### src/rtl/retro_vending_multi.sv
// Multi-item coin vending controller: accumulates credit, vends the current item
// with change, refunds on cancel, and keeps a saturating stock counter per item.
module retro_vending_multi #(
  parameter int                          N_ITEMS    = 4,
  parameter int                          PRICE_W    = 8,
  parameter int                          STOCK_W    = 4,
  parameter int                          INIT_STOCK = 5,
  parameter logic [N_ITEMS*PRICE_W-1:0]  PRICES     = {8'd75, 8'd50, 8'd35, 8'd25},
  parameter int                          MAX_CREDIT = 200
) (
  input  logic                       clk,
  input  logic                       reset,
  input  logic                       coin_5,
  input  logic                       coin_10,
  input  logic                       coin_25,
  input  logic                       next_item,
  input  logic                       select,
  input  logic                       cancel,
  input  logic                       restock,
  output logic [$clog2(N_ITEMS)-1:0] item_idx,
  output logic [PRICE_W-1:0]         credit,
  output logic                       dispense,
  output logic [PRICE_W-1:0]         change,
  output logic                       change_valid,
  output logic                       sold_out,
  output logic                       coin_reject
);

  localparam int IDX_W      = $clog2(N_ITEMS);
  localparam int STOCK_MAX  = (1 << STOCK_W) - 1;
  // An oversized INIT_STOCK is clamped so the counters saturate instead of wrapping.
  localparam int STOCK_LOAD = (INIT_STOCK > STOCK_MAX) ? STOCK_MAX : INIT_STOCK;

  typedef enum logic [1:0] {IDLE, CREDIT, VEND, PAYOUT} state_t;

  state_t             state_r;
  logic [STOCK_W-1:0] stock_r [N_ITEMS];

  logic [PRICE_W:0]   coin_sum_s;
  logic [PRICE_W:0]   credit_sum_s;
  logic [PRICE_W-1:0] price_s;
  logic               any_coin_s;
  logic               active_s;
  logic               vend_ok_s;
  logic               cancel_ok_s;
  logic               coin_fits_s;

  // Decode this cycle's candidate actions from registered state and the inputs.
  always_comb begin
    coin_sum_s   = (coin_5  ? (PRICE_W+1)'(5)  : (PRICE_W+1)'(0))
                 + (coin_10 ? (PRICE_W+1)'(10) : (PRICE_W+1)'(0))
                 + (coin_25 ? (PRICE_W+1)'(25) : (PRICE_W+1)'(0));
    credit_sum_s = {1'b0, credit} + coin_sum_s;
    price_s      = PRICES[item_idx*PRICE_W +: PRICE_W];
    any_coin_s   = coin_5 | coin_10 | coin_25;
    active_s     = (state_r == IDLE) || (state_r == CREDIT);
    cancel_ok_s  = cancel && (state_r == CREDIT);
    vend_ok_s    = select && (state_r == CREDIT) && (credit >= price_s)
                   && (stock_r[item_idx] != STOCK_W'(0));
    coin_fits_s  = credit_sum_s <= (PRICE_W+1)'(MAX_CREDIT);
  end

  assign sold_out = (stock_r[item_idx] == STOCK_W'(0));

  // Main controller: state, credit, item pointer, stock and registered pulses.
  always_ff @(posedge clk) begin
    if (reset) begin
      state_r      <= IDLE;
      credit       <= '0;
      item_idx     <= '0;
      dispense     <= 1'b0;
      change       <= '0;
      change_valid <= 1'b0;
      coin_reject  <= 1'b0;
      for (int i = 0; i < N_ITEMS; i++) begin
        stock_r[i] <= STOCK_W'(STOCK_LOAD);
      end
    end else begin
      dispense     <= 1'b0;
      change       <= '0;
      change_valid <= 1'b0;
      coin_reject  <= 1'b0;
      case (state_r)
        IDLE, CREDIT: begin
          if (restock && (state_r == IDLE)) begin
            for (int i = 0; i < N_ITEMS; i++) begin
              stock_r[i] <= STOCK_W'(STOCK_LOAD);
            end
          end
          if (cancel_ok_s) begin
            state_r      <= PAYOUT;
            change       <= credit;
            change_valid <= 1'b1;
            credit       <= '0;
            coin_reject  <= any_coin_s;
          end else if (vend_ok_s) begin
            state_r           <= VEND;
            dispense          <= 1'b1;
            change_valid      <= 1'b1;
            change            <= credit - price_s;
            credit            <= '0;
            stock_r[item_idx] <= stock_r[item_idx] - STOCK_W'(1);
            coin_reject       <= any_coin_s;
          end else if (any_coin_s && coin_fits_s) begin
            state_r <= CREDIT;
            credit  <= credit_sum_s[PRICE_W-1:0];
          end else begin
            // A refused coin does not count as an action, so next_item still applies.
            coin_reject <= any_coin_s;
            if (next_item) begin
              item_idx <= (item_idx == IDX_W'(N_ITEMS-1)) ? IDX_W'(0) : item_idx + IDX_W'(1);
            end
          end
        end
        VEND, PAYOUT: begin
          state_r     <= IDLE;
          coin_reject <= any_coin_s;
        end
        default: begin
          state_r <= IDLE;
          credit  <= '0;
        end
      endcase
    end
  end

endmodule

### config.mk
export PLATFORM = sky130hd
export DESIGN_NAME = retro_vending_multi
export DESIGN_NICKNAME = d
export VERILOG_FILES = /design/src/rtl/retro_vending_multi.sv
export SDC_FILE = /design/constraint.sdc
export NUM_CORES = 1
export LEC_CHECK = 0
export CAP_MARGIN = 20
export CORE_AREA = 2 2 74 76
export CTS_CLUSTER_SIZE = 10
export DETAILED_ROUTE_END_ITERATION = 8
export DIE_AREA = 0 0 76 78
export PLACE_DENSITY = 0.71
export SKIP_LAST_GASP = 1
export SLEW_MARGIN = 10
export SYNTH_ARGS = -nofsm -noshare
export SYNTH_HDL_FRONTEND = slang
export SYNTH_SLANG_ARGS = --single-unit
### constraint.sdc
create_clock -name clk -period 6.8 [get_ports clk]
set_input_delay 1.36 -clock clk [delete_from_list [all_inputs] [get_ports clk]]
set_output_delay 1.36 -clock clk [all_outputs]
set_load 0.005 [all_outputs]
# After elaboration in Yosys (flattened, before gate mapping)
# Memory sizes are Yosys's and may differ from the RTL's. A register that Yosys moved wholly into a read port is not among the register bits.
# Index checks and enable logic that the tools add are counted.
# totals
out_inout_bits	22
ram_bits	16
elab_cells	86
n_memories	1
reg_bits	23
input_bits	9
# memory_table
memory	depth	width	rd	rd_ports_with_merged_regs	wr	line_no	source
stock_r	4	4	1	1	4	37	logic [STOCK_W-1:0] stock_r [N_ITEMS];
# op_classes
addsub	6
n_eq_ne	5
magnitude_cmp	2
reduce_logical	16
shift	1
muxes	38
bitwise_logic	10
# ops
cell	n
8-bit two-way mux	5
32-bit by 6-bit variable part select with 8-bit output (first input constant)	1
4-bit two-way mux	6
1-bit two-way mux	16
2-bit two-way mux	7
8-bit by 6-bit adder with 9-bit output	1
9-bit by 8-bit less-or-equal comparator with 1-bit output (second input constant)	1
8-bit >= comparator	1
8-bit subtractor	1
5-bit by 5-bit adder with 6-bit output	1
2-bit equality test (second input constant)	3
1-bit logical AND	6
1-bit OR	6
2-bit OR reduction	3
3-bit by 4-bit adder with 5-bit output	1
5-bit two-way mux	1
5-bit AND reduction	1
4-bit logical NOT	1
4-bit inequality test (second input constant)	1
1-bit NOT	4
2-bit one-hot mux with 2 select lines	1
4-bit nonzero test	1
4-bit OR reduction	1
4-bit by 1-bit subtractor with 4-bit output (second input constant)	1
7 further kinds	7

# Depth between registers and ports, before layout
# Gate-level depths: netlist of run 1.
# depth
word_depth	11
depth_mapped	14
mapped_depth_nobuf	13

# Worst setup path before layout of run 1
# No wires, ideal clock.
# synth_path
path_type	in2reg
start	in coin_5
end	reg (tool-made name)
path_stages	13
required_ns	6.677
slack_ns	2.519
arrival_ns	4.158
setup_time_ns	0.123
path_buffers	0
path_cell_list	inv_1 -> fa_1 -> inv_1 -> ha_1 -> inv_1 -> fa_1 -> xor2_1 -> a31oi_1 -> nor3_1 -> nor4b_1 -> o31a_1 -> o2111a_2 -> mux2_1
# synth_rtl
item	line_no	source
from (decl)	13	input logic coin_5,

==> results of run 1 <==
cell type report:
class	count	area, um2	share of cell area [%]
clock buffers	7	86.33	2.951
clock inverters	1	6.256	0.2139
inverters	28	105.1	3.593
multi-input cells	181	1359	46.45
flip-flops and latches	41	980.9	33.53
well taps	70	87.58	2.994
repair buffers	30	300.3	10.27
critical path, delay by kind of cell:
family	cells	cell delay (ns)
fa+ha+maj	3	0.99
mux	1	0.33
xor+xnor	1	0.18
buf+inv	4	0.70
compound gates	3	0.87
simple gates	2	0.52
final timing paths:
kind                             startpoint   endpoint  depth (start not counted)
worst max-delay path                 coin_5  flip-flop                         14
worst min-delay path              credit[0]  change[0]                          2
worst max register to register  item_idx[0]  flip-flop                         12
worst min register to register    credit[0]  change[0]                          2
stage by stage:
step	power [mW]	utilization, %	area (um2)
floorplan	0.5700	-	2485
global placement	0.6828	56.18	2833
detailed placement	0.6870	56.18	2833
CTS	0.8541	58.01	2925
global route	0.9074	58.01	2925
finish	0.8514	58.01	2925
cell families after synthesis:
| logic type | share of synthesized area [%] |
|---|---|
| muxes | 5.337 |
| xor gates and xnor gates | 2.819 |
| DFF | 39.48 |
| adders and majority gates | 12.79 |
| buffers and inverters | 5.841 |
| AOI/OAI and AO/OA | 15.56 |
| and+or+nand+nor | 18.18 |
power groups by stage:
| stage | clock network, mW | registers, mW | logic [mW] |
|---|---|---|---|
| finish | 0.167 | 0.327 | 0.358 |
| CTS | 0.170 | 0.326 | 0.359 |
| detailed placement | 0 | 0.332 | 0.355 |
| floorplan | 0 | 0.316 | 0.254 |
| global route | 0.181 | 0.331 | 0.396 |
| global placement | 0 | 0.331 | 0.352 |
cells in the mapped netlist (all sizes together), types with 4 or more instances:
cell type,count,area share [%]
inv,28,4.2
nand2,26,3.9
dfxtp,25,20
nand3,21,4.2
ha,19,9.6
edfxtp,16,19
nor2,16,2.4
a21oi,10,2.0
nor3,8,1.6
o21ai,8,1.6
clkbuf,6,0.91
o221ai,5,1.8
fa,4,3.2
mux4,4,3.6
nand2b,4,1.0
o2111ai,4,1.4
o31ai,4,1.2
xnor2,4,1.4
xor2,4,1.4
sequential cells by signal, indices dropped and copies added, names as in the netlist, named ones only:
signal / cells
change: 8
dispense: 1
state_r: 2
credit: 8
item_idx: 2
coin_reject: 1
stock_r: 16
change_valid: 1
metal layers:
metal	vias to the layer above	routed length (um)	track usage (%)
li1	999	-	-
met1	1002	2295	23.25
met2	45	2937	35.45
met3	5	238	3.953
met4	0	66	6.545
met5	-	0	0
==> flow_summary.toml, run 1 <==
[layout]
num_antenna_cells = 0
area_delta_synth_final_pct = 17.72
final_cell_mix = "clkdlybuf4s50_1, inv_1, nand2_1, dfxtp_1, nand3_1"
filler_cell_count = 460
final_cells = 358
fin_nets = 319
final_common_cell = "clkdlybuf4s50_1"
drive_gt1_share_pct = 5.903

[worst_setup_path]
required_ns = 6.99
crit_arrival_ns = 4.95
crit_chain = "clkdlybuf4s50_1 > inv_1 > fa_1 > inv_1 > ha_1 > inv_1 > fa_1 > xor2_1 > a31oi_1 > nor3_1 > nor4b_1 > o31a_1 > o2111a_2 > mux2_1"
critPathMaxFanout = 6
crit_path_frequent_cell = "inv_1"
critPathCaptureType = "flip-flop"
crit_type = "in -> reg"
crit_path_top_delay_cell = "clkdlybuf4s50_1"
cpPeakStageDelay_ns = 0.49
r2r_slack_ns = 2.98
crit_path_start_kind = "input port"

[clock_tree]
tritoncts = "done"
worstSkewPairLatency_ns = 0.30
clk_pin_slew_ns = 0.08
cts_hold_buffers = 0
numCtsBuffers = 5
cts_setup_buffers = 0
h-tree-depth = 2
cts_resized = 0
cts_num_sinks = 41
clockRootBuffer = "clkbuf_8"
cts_buffer_depth = 2

[yosys]
synth-edff-count = 16
syn_inst = 259
yosysWarnings = 0
syn_area_um2 = 2485
ys_types = 49
ys_seq_area_share_pct = 39.48
synth_ff_type = "dfxtp_1"
postSynth.asyncResetShare_pct = 0
ys_ff_latch = 41
synthesis.nets = 291
synth_area_per_cell_um2 = 9.594

[power_and_ir_drop]
p_clk_share_pct = 19.6
power.share.switching_pct = 37.02
p_comb_share_pct = 42.0
cellLeakagePower_nw = 1.105
p_sw_mw = 0.3152
seqPwrFrac_pct = 38.4
power.density_nw_per_um2 = 291.0
internal_power_mw = 0.5362
peakVddDrop_uv = 187.5

[timing]
fin_ws_ns = 2.035
hold_viol = 0
tightest_slew_ns = 0.8769
holdWs_ns = 0.5149
fmax_mhz = 209.8
relSlewSlack_pct = 41.54
finalCritPeriodShare_pct = 70.08
maxSlewViolCount = 0
rsz0062_at_grt = "false"
tns_ns = 0
fin_crit_ns = 4.765
setup_viol = 0
fin_skew_ns = 0.008333

[routing]
routed_wl_mm = 5.538
dr_total_vias = 2051
drt.antenna.violating_nets = 0
wl_per_cell_um = 15.47
drc_errors = 0
drtIter0Drc = 82
viasPerCell = 5.729
first_pass_iters = 4

[floorplan]
core_area_um2 = 5042
die_h_um = 78
io_pins = 31
die_area_um2 = 5928
rows = 26
start_util_pct = 49.28
die_x_um = 76

[global_routing]
antenna_found_initial = 0
grt_usage_pct = 19.57
grt_max_degree = 16
overflow = 0
grt_first_pass_wirelength_mm = 9.197
grt_pass1_vias = 1995

[run]
maxCapViolations = 0

[min_path]
hold_path.class = "reg -> reg"

[placement]
place.gp.congestion = 0.8527
place_worst_setup_slack_ns = 1.743
post-place-cells = 350
port_buffers = 30
dp_hpwl_mm = 4.240

[outcome]
status = "finished, final reports clean"
No activity file was read; power rests on OpenSTA's default activity.
==> run 2: changes to the inputs <==
PLACE_DENSITY = 0.74   (was 0.71)
clock period = 4.1 ns   (was 6.8 ns; I/O delays follow)
==> run 2 against run 1 <==
Final area grew 7.4%; clock skew shrank 0.0054 ns; wire length grew 7.1%; count of clock-buffer cells in the layout shrank 1; via count grew 1.9%; combinational power grew 110%; clock power grew 89%; core utilization grew 4.3 points; global-route usage grew 1.6 points; first-iteration DRC count grew 62%; critical path depth shrank 3; non-clock buffer count grew 19; highest routed layer unchanged.
==> flow_summary.toml, run 2 (synthesized netlist as in run 1, its figures left out) <==
[placement]
dp_hpwl_mm = 4.536
port_buffers = 30
placed_area_um2 = 2975
place.gp.congestion = 0.8617
post-place-cells = 369
place_worst_setup_slack_ns = -0.2004

[timing]
hold_viol = 0
fin_crit_ns = 3.949
relSlewSlack_pct = 60.41
fin_skew_ns = 0.002951
finalCritPeriodShare_pct = 96.32
maxSlewViolCount = 0
fin_ws_ns = 0.1510
tightest_slew_ns = 0.5893
holdWs_ns = 0.5232
rsz0062_at_grt = "false"
fmax_mhz = 253.2
tns_ns = 0
setup_viol = 0

[clock_tree]
cts_hold_buffers = 0
cts_num_sinks = 41
numCtsBuffers = 5
tritoncts = "done"
worstSkewPairLatency_ns = 0.29
cts_buffer_depth = 2
h-tree-depth = 2
clk_pin_slew_ns = 0.08
clockRootBuffer = "clkbuf_8"

[layout]
fin_area_um2 = 3142
final_cells = 377
fin_nets = 338
final_cell_mix = "clkdlybuf4s50_1, inv_1, nand2_1, dfxtp_1, nand3_1"
num_antenna_cells = 0
largest_register = "stock_r"
final_common_cell = "clkdlybuf4s50_1"
final_util_pct = 62.31
largest_reg_flops = 16
top_regs = "stock_r (16), change (8), credit (8)"
drive_gt1_share_pct = 14.01
area_delta_synth_final_pct = 26.43

[routing]
drc_errors = 0
viasPerCell = 5.541
drtIter0Drc = 133
routed_wl_mm = 5.930
dr_total_vias = 2089
drt.antenna.violating_nets = 0
first_pass_iters = 4
wl_per_cell_um = 15.73

[worst_setup_path]
cp_top_family = "compound AO/OA/AOI/OAI gates"
crit_path_start_kind = "input port"
crit_path_top_delay_cell = "fa_1"
startpoint = "coin_10"
critPathCaptureType = "flip-flop"
crit_chain = "clkdlybuf4s50_1 > inv_1 > fa_1 > inv_1 > ha_2 > a2111o_1 > a311oi_4 > nor4b_4 > o31a_1 > o2111a_2 > mux2_1"
crit_path_frequent_cell = "inv_1"
crit_arrival_ns = 4.13
regToRegStartpoint = "item_idx[0]"
worstPathBufferInverterCount = 3
cpPeakStageDelay_ns = 0.53
crit_type = "in -> reg"
required_ns = 4.28
critPathMaxFanout = 6

[global_routing]
grt_pass1_vias = 2184
grt_first_pass_wirelength_mm = 10.02
grt_usage_pct = 21.17
grt_max_degree = 16
antenna_found_initial = 0
overflow = 0

[floorplan]
die_x_um = 76
rows = 26
io_pins = 31
die_h_um = 78
core_area_um2 = 5042
start_util_pct = 49.28
die_area_um2 = 5928

[outcome]
status = "finished, final reports clean"

[power_and_ir_drop]
peakVddDrop_uv = 359.8
power.density_nw_per_um2 = 502.6
total_power_mw = 1.579
cellLeakagePower_nw = 1.204

[min_path]
hold_path.class = "reg -> reg"
hold_start = "credit[0]"

[run]
maxCapViolations = 0
run 2: final timing paths:
kind | to | slack (ns) | depth (start not counted)
max | flip-flop | 0.15 | 11
min | change[0] | 0.52 | 2
max reg2reg | stock_r[0][2] | 0.69 | 12
min reg2reg | change[0] | 0.52 | 2
run 2: cell type report:
type                    instances  area (um2)
fillers                       405        1901
multi-input cells             181        1419
flip-flops and latches         41       980.9
repair buffers                 49       442.9
inverters                      28       105.1
well taps                      70       87.58
clock buffers                   6       72.57
clock inverters                 2       33.78
run 2: routing by layer:
metal,track usage (%),wire (um),vias to the layer above
li1,-,-,1038
met1,24.00,2390,985
met2,38.57,3142,54
met3,3.605,214,12
met4,10.55,183,0
met5,0,0,-
run 2: power breakdown:
part	internal, mW	switching, mW
logic	0.356	0.379
registers	0.473	0.0546
clock network	0.180	0.136
total	1.01	0.570
run 2: worst min-delay path: stages, from the launching register on:
cell and delay [ns]:
dfxtp_1 0.35, nand2_1 0.06, o21ai_0 0.07
run 2: repair_timing:
item,CTS,global route
resized for setup,0,10
buffers inserted,0,0
endpoints found under the setup margin,0,12
==> run 3: changes to the inputs <==
CORE_AREA = 2 2 82 84   (was 2 2 74 76)
DIE_AREA = 0 0 84 86   (was 0 0 76 78)
GPL_ROUTABILITY_DRIVEN = 0   (was default)
PLACE_DENSITY = 0.64   (was 0.74)
==> run 3 against run 2 <==
Wire length is 1.7% lower; largest cell class unchanged; non-clock buffer count stayed put; clock power decreased by 20%; core utilization decreased by 13 points; setup slack worse by 0.0046 ns; hold slack gained 0.0035 ns; count of clock-buffer cells in the layout did not move; first-iteration DRC count increased by 5.3%; combinational power is 5.0% lower; final area is 1.4% lower.
==> flow_summary.toml, run 3 (synthesized netlist as in run 1, its figures left out) <==
[layout]
top_regs = "stock_r (16), change (8), credit (8)"
drive_gt1_share_pct = 13.68
largest_reg_flops = 16
num_antenna_cells = 0
area_delta_synth_final_pct = 24.72
final_common_cell = "clkdlybuf4s50_1"
final_cell_mix = "clkdlybuf4s50_1, inv_1, nand2_1, dfxtp_1, nand3_1"
final_cells = 384
largest_register = "stock_r"
fin_nets = 338

[clock_tree]
worstSkewPairLatency_ns = 0.29
h-tree-depth = 2
clk_pin_slew_ns = 0.08
numCtsBuffers = 5
tritoncts = "done"
clockRootBuffer = "clkbuf_8"
cts_hold_buffers = 0
cts_num_sinks = 41
cts_buffer_depth = 2

[power_and_ir_drop]
power.density_nw_per_um2 = 478.3
p_comb_share_pct = 47.1
cellLeakagePower_nw = 1.203
power.share.switching_pct = 36.94
p_sw_mw = 0.5477
p_clk_share_pct = 17.2
total_power_mw = 1.482
seqPwrFrac_pct = 35.7
peakVddDrop_uv = 338.7
internal_power_mw = 0.9348

[routing]
viasPerCell = 5.445
drtIter0Drc = 140
drc_errors = 0
first_pass_iters = 4
wl_per_cell_um = 15.18
dr_total_vias = 2091
drt.antenna.violating_nets = 0
routed_wl_mm = 5.831

[global_routing]
antenna_found_initial = 0
grt_max_degree = 16
grt_pass1_vias = 1974
overflow = 0
grt_usage_pct = 16.96
grt_first_pass_wirelength_mm = 9.756

[worst_setup_path]
crit_path_start_kind = "input port"
cp_top_family = "compound AO/OA/AOI/OAI gates"
crit_chain = "clkdlybuf4s50_1 > inv_1 > fa_1 > inv_1 > ha_1 > a2111o_1 > a311oi_2 > buf_4 > nor3_2 > o31a_1 > o2111a_2 > mux2_1"
crit_type = "in -> reg"
crit_path_top_delay_cell = "fa_1"
critPathCaptureType = "flip-flop"
rr_worst_depth = 12
crit_path_frequent_cell = "inv_1"
critPathMaxFanout = 5
crit_arrival_ns = 4.13
cp.depth = 12
worstPathBufferInverterCount = 4
cpPeakStageDelay_ns = 0.53
required_ns = 4.28

[timing]
fin_crit_ns = 3.954
tns_ns = 0
rsz0062_at_grt = "false"
fin_skew_ns = 0.008317
hold_viol = 0
fmax_mhz = 252.9
holdWs_ns = 0.5267
maxSlewViolCount = 0
tightest_slew_ns = 0.6252
finalCritPeriodShare_pct = 96.43
relSlewSlack_pct = 58.00
setup_viol = 0

[floorplan]
io_pins = 31
rows = 29
die_area_um2 = 7224
start_util_pct = 39.59
die_x_um = 84
die_h_um = 86
core_area_um2 = 6277

[min_path]
min_path_cells = 2
hold_path.class = "reg -> reg"

[placement]
dp_hpwl_mm = 4.493
post-place-cells = 375
port_buffers = 30

[run]
maxCapViolations = 0

[outcome]
status = "finished, final reports clean"
## run 3: cell types whose count changed in the layout (fill, tap and decap cells not counted)
cell | previous run | this run
a311oi_2 | 0 | 1
a311oi_4 | 1 | 0
bufinv_16 | 1 | 0
clkinv_1 | 1 | 0
clkinv_2 | 0 | 2
ha_1 | 18 | 19
ha_2 | 1 | 0
nor4b_2 | 0 | 1
nor4b_4 | 1 | 0
o31ai_1 | 3 | 4
o31ai_2 | 1 | 0
## run 3: cell type report
class,count,area [um2]
clock buffer,6,72.57
clock inverter,2,10.01
fill,597,3178
inverter,28,105.1
multi-input combinational,181,1391
sequential,41,980.9
tap,77,96.34
timing repair buffer,49,442.9
## run 3: metrics by stage
step           setup slack [ns]  util (%)  area (um2)
2_1_floorplan            0.3587         -        2485
3_3_place_gp            -0.1399     47.42        2977
3_5_place_dp            -0.2385     47.42        2977
4_1_cts                 0.05894     48.73        3059
5_1_grt                 0.04641     49.37        3099
6_report                 0.1464     49.37        3099
## run 3: final timing paths
path	startpoint	to	slack [ns]
max	coin_10	flip-flop	0.15
min	credit[0]	change[0]	0.53
max reg2reg	item_idx[0]	stock_r[0][0]	0.69
min reg2reg	credit[0]	change[0]	0.53
## run 3: power by group through the flow
stage	sequential, mW	combinational [mW]	clock, mW
final	0.530	0.698	0.254
after global routing	0.540	0.771	0.279
after CTS	0.530	0.657	0.264
after detailed placement	0.538	0.653	0
after global placement	0.538	0.646	0
after floorplan	0.524	0.422	0
## run 3: repair_timing
item | 4_1_cts | 5_1_grt
resized for setup | 0 | 6
endpoints found under the setup margin | 0 | 11
buffers inserted | 0 | 1
## run 3: per-layer routing
metal / part of all wire (%) / vias to the layer above / GRT usage [%]
met3: 2.9 / 6 / 2.984
met2: 49 / 40 / 27.78
met1: 46 / 1008 / 22.89
met4: 1.2 / 0 / 5.572
met5: 0 / - / 0
li1: - / 1037 / -
## run 3: worst reg2reg max path, stage by stage (launching register included)
cell	delay (ns)
dfxtp_1	0.36
inv_1	0.11
ha_1	0.29
inv_1	0.07
ha_1	0.21
fa_1	0.40
nand2b_1	0.09
a21oi_1	0.09
o21ai_0	0.30
a2111o_1	0.26
and4_1	0.53
nand2_1	0.19
nand2_1	0.21
